**config.mk**
```make
export PLATFORM = sky130hd
export DESIGN_NAME = cpu_decoder_rom
export DESIGN_NICKNAME = d
export VERILOG_FILES = /design/src/rtl/cpu_decoder_rom.sv
export SDC_FILE = /design/constraint.sdc
export NUM_CORES = 1
export LEC_CHECK = 0
export ABC_AREA = 1
export CORE_AREA = 2 2 46 48
export DETAILED_ROUTE_END_ITERATION = 8
export DIE_AREA = 0 0 48 50
export GPL_TIMING_DRIVEN = 1
export PLACE_DENSITY = 0.77
export SYNTH_ARGS = -nofsm -noshare
export SYNTH_HDL_FRONTEND = slang
export SYNTH_SLANG_ARGS = --single-unit
```
**constraint.sdc**
```tcl
create_clock -name clk -period 0.87 [get_ports clk]
set_input_delay 0.087 -clock clk [delete_from_list [all_inputs] [get_ports clk]]
set_output_delay 0.087 -clock clk [all_outputs]
set_load 0.01 [all_outputs]
```
**src/rtl/cpu_decoder_rom.sv**
```systemverilog
// Program ROM and opcode decoder for the 4-bit TD4-style CPU.
// Combinational outputs are also registered for one cycle as "_d" debug copies.
module cpu_decoder_rom (
    input  logic       clk,
    input  logic       rstn,
    input  logic [3:0] address,
    output logic [7:0] data,
    output logic [7:0] data_d,
    input  logic [3:0] opecode,
    input  logic       cflag,
    output logic [1:0] ds,
    output logic [3:0] load,
    output logic [1:0] ds_d,
    output logic [3:0] load_d
);

    logic [7:0] data_q;
    logic [1:0] ds_q;
    logic [3:0] load_q;

    // Fixed demo program: counts B from IN up to 15, then A from IN up to 15, then halts.
    always_comb begin
        // NOTE: default assigned before the case so unlisted selectors cannot infer a latch.
        data = 8'h00;
        case (address)
            4'd0:    data = 8'h20;  // IN A
            4'd1:    data = 8'h40;  // MOV B,A
            4'd2:    data = 8'h90;  // OUT B
            4'd3:    data = 8'h51;  // ADD B,1
            4'd4:    data = 8'hE2;  // JNC 2
            4'd5:    data = 8'hB5;  // OUT 5
            4'd6:    data = 8'h01;  // ADD A,1
            4'd7:    data = 8'hE6;  // JNC 6
            4'd8:    data = 8'hB0;  // OUT 0
            4'd9:    data = 8'hF9;  // JMP 9
            default: data = 8'h00;
        endcase
    end

    // Undefined opcodes fall through to ds=00 with no load, so the PC just increments.
    always_comb begin
        ds   = 2'b00;
        load = 4'b0000;
        case (opecode)
            4'b0000: begin ds = 2'b00; load = 4'b0001; end
            4'b0001: begin ds = 2'b01; load = 4'b0001; end
            4'b0010: begin ds = 2'b10; load = 4'b0001; end
            4'b0011: begin ds = 2'b11; load = 4'b0001; end
            4'b0100: begin ds = 2'b00; load = 4'b0010; end
            4'b0101: begin ds = 2'b01; load = 4'b0010; end
            4'b0110: begin ds = 2'b10; load = 4'b0010; end
            4'b0111: begin ds = 2'b11; load = 4'b0010; end
            4'b1001: begin ds = 2'b01; load = 4'b0100; end
            4'b1011: begin ds = 2'b11; load = 4'b0100; end
            4'b1110: begin ds = 2'b11; load = cflag ? 4'b1000 : 4'b0000; end
            4'b1111: begin ds = 2'b11; load = 4'b1000; end
            default: begin ds = 2'b00; load = 4'b0000; end
        endcase
    end

    always_ff @(posedge clk or negedge rstn) begin
        if (!rstn) begin
            data_q <= 8'h00;
            ds_q   <= 2'b00;
            load_q <= 4'b0000;
        end else begin
            // NOTE: non-blocking assignments so every register samples pre-edge values.
            data_q <= data;
            ds_q   <= ds;
            load_q <= load;
        end
    end

    assign data_d = data_q;
    assign ds_d   = ds_q;
    assign load_d = load_q;

endmodule

```
==> results.md <==
- The flow ran to the end, but the final reports show violations.
- The final reports fail on setup timing.
- The repair_antennas step left the layout with diodes totalling 0.
- The kind of critical path is in -> out.
- The slew of the pin with the lowest slew margin is around 0.17 ns.
- The final count of pins violating max slew came to 0.
- The number of cells in the design after placement is roughly 140.
- After detailed routing, the met2 layer carries approximately 960 µm of wire.
- The per-cell via count in the routed design is approximately 4.3.
- The initial cell density of the core is 32.8%.
- For this design, the CTS-stage hold fixing added 0 buffers.
- For this run, the post-layout net count is ~140.
- The worst-case setup margin in the final layout is -0.0246 ns.
- At the end of the flow the core is filled with cells to 67.8%.
- The cell with the most instances on the worst path is nand2_2.
- By count the netlist is led by 14 x dfrtp_1, 10 x inv_1, 9 x nand2_1, 7 x nor2_1, 5 x nand3_2.
- The maximum resistive drop on vdd is 556 µV.
- In the final routed layout, each cell accounts on average for between 10 and 15 µm.
- The total area inside the core boundary comes to 0.00190 mm².
- After routing the design area is 0.00129 mm².
- The nature of the critical path endpoint is an output pin.
- The synthesized design contains 0 enable-type register cells.
- The area added between synthesis and finish is 107%.
- The worst pin sits at a relative slew slack of between 80% and 90%.
- Clock-pin slew was measured on the worst setup and hold paths at around 0.07 ns.
- The data arrival time of the critical path is around 0.8 ns.
- Counting every instance in the synthesized netlist gives a little over 60.
- For this run the aggregate overflow at the end of global routing stands at 0.
- The floorplan step set the die height to 50 µm.
- The clock passes through at most 2 buffers.
- The global-route wire length before repair is about 2700 µm.
- The count of fill cells added during filler insertion is 148.
- The estimated wirelength of the detail-placed design is 1300 µm.
- Summed over all nets, wire length on met3 after detailed routing comes to ~210 µm.
- The uppermost signal routing layer after detailed routing is met4.
- After the flow finishes, the layout carries non-filler instances totaling ~150.
- The final antenna-violating net count is 0.
- The number of port buffers is 38.
- The fraction of synthesis flops using an asynchronous set or reset pin is 100%.
- For this block, the routed nets add up to about 1800 µm of wire.
- The critical-path cell with the highest stage delay is ha_4.
- OpenSTA, run right after detailed placement, puts the worst setup slack at -0.969 ns.
- Setup total negative slack on the finished layout was measured at -0.0746 ns.
- The shortest period the worst path allows is 0.895 ns.
- The clock root buffer master is clkbuf_4.
- The sequential-to-total area share from yosys stat is around 56%.
- The cell area after placement is approximately 0.0012 mm².
- The total vias in the final route is 659.
- The average instance in the mapped netlist occupies a little over 10 µm².
- The maximum number of pins on one net before global-route repair is 15.
- For this run, design rule violations remaining after detail routing come to 0.
- For this design the static power due to leakage is between 0.7 and 0.8 nW.
- The number of clock sinks is 14.
- The number of optimization iterations in the first detailed-route pass is 3.
- The final number of hold-violating endpoints is 0.
- The number of buffers inserted during clock tree synthesis is 3.
- Dividing total power by cell area gives a power density of 1190 mW/mm².
- At the worst endpoint, the required time is 0.78 ns.
- The largest fanout on the critical path is 4.
- At the end of routability-driven placement, the weighted congestion stood at 0.831.
- The tightest min-delay check is of the in -> async type.
- In this run, distinct cell masters in the synthesized netlist total 15.
- The final setup violation count is 5.
- The worst setup path is launched from an input pin.
- The post-synthesis net count is 76.
- Setup repair after global routing could not meet its margin everywhere.
- The number of placed I/O pins is 39.
- The synthesized netlist occupies a cell area of between 600 and 700 µm².
- Yosys attributes the largest share of cell area to dfrtp_1 56%, ha_1 8.0%, nand3_2 8.0%, inv_1 6.0%, nand2_1 5.4%.
- After layout, the worst path uses 103% of the clock period.
- The H-tree depth reported by CTS is 1.
- The floorplan step set the die width to approximately 48 µm.
- Across every metal layer, demand over resource in global routing totals between 10% and 20%.
- The fraction of final layout cells sized beyond drive strength 1 is around four fifths.
- The critical path goes through buf_8 -> ha_4 -> nand2_2 -> nand2_2 -> o21ai_2 -> buf_2.
- Summed over its instances, the top area cell type makes up 56.2% of the synthesized netlist area.
- The number of antenna violations at the first check in global routing is 0.
- The TritonCTS clock tree is built.
- The post-route met1 wirelength is 592 µm.
- The floorplan die area is about 0.0024 mm².
- The max-capacitance violation count is 0.
- The most common cell in the synthesized netlist is dfrtp_1.
- The DRC marker count from the first detailed-route iteration is 4.
- The highest cell delay on the worst timing path is 0.24 ns.
- The total of flip-flops plus latches after synthesis is 14.
- The maximum achievable frequency is between 1000 and 1500 MHz.
- The synthesis warning total is 0.
- The predominant post-synthesis flop cell is dfrtp_1.
- The cell row count is 16.
- The biggest area contributor in the post-synthesis netlist is dfrtp_1.
- The number of global-route vias before repair was between 600 and 700.
## worst max-delay path: cells and delay by family
kind                     cells  cell delay, ns
AO/OA/AOI/OAI                1            0.11
adder cells (fa/ha/maj)      1            0.24
buffers and inverters        2            0.25
AND/OR/NAND/NOR              2            0.11
## per-stage QoR
stage / total power, mW / hold slack [ns]
floorplan: 0.854 / -0.209
global placement: 1.15 / 0.414
detailed placement: 1.16 / 0.408
CTS: 1.49 / 0.133
global route: 1.63 / 0.141
finish: 1.54 / 0.130
## per-layer routing
layer / GRT usage [%] / vias up
li1: - / 319
met1: 12.5 / 302
met2: 31.3 / 34
met3: 4.40 / 4
met4: 9.01 / 0
met5: 0 / -
## cells by family (layout without fill, tap and decap cells)
family                   count (synthesis)  in the layout  synth area share [%]
AND/OR/NAND/NOR                         26             26                  21.7
flip-flops                              14             14                  56.2
buffers and inverters                   13             78                  9.84
adder cells (fa/ha/maj)                  4              4                  8.03
AO/OA/AOI/OAI                            4              4                  4.22
## how the worst max path moves through the flow
stage	from	end	slack (ns)	cells past startpoint
2_1_floorplan	address[0]	data_d[0]	0.05	5
3_3_place_gp	address[0]	data[0]	-0.95	7
3_5_place_dp	address[0]	data[0]	-0.97	7
4_1_cts	address[0]	data[0]	-0.04	7
5_1_grt	address[0]	data[0]	-0.06	7
6_report	address[1]	data[0]	-0.02	6
## flip-flops by register name (all words and copies together), names as in the netlist
signal,cells
data_d,8
ds_d,2
load_d,4
## layout by cell type, fill, tap and decap left out, drive strengths merged
cell	count
clkdlybuf4s50	1
dfrtp	14
inv	12
buf	58
nand2	9
nand3	9
dlygate4sd2	3
ha	4
clkbuf	4
a21boi	1
nor2	7
o21ai	3
nor3	1
## power by group
part           internal (mW)  total (mW)  switching, mW
registers              0.690       0.704         0.0133
clock network          0.159       0.328          0.169
logic                  0.265       0.507          0.242
## what timing repair did
action / in CTS / in global routing
resized for setup: 174 / 21
pin swaps: 15 / 7
setup buffers: 7 / 1
endpoints found under the setup margin: 36 / 20
## cell type report
type                    count  area (µm²)  area share [%]
well taps                  27        33.8            2.62
multi-input cells          34         348            27.0
flip-flops and latches     14         350            27.2
inverters                  12        55.1            4.27
clock buffers               3        22.5            1.75
repair buffers             63         479            37.2
No activity file was read; power rests on OpenSTA's default activity.
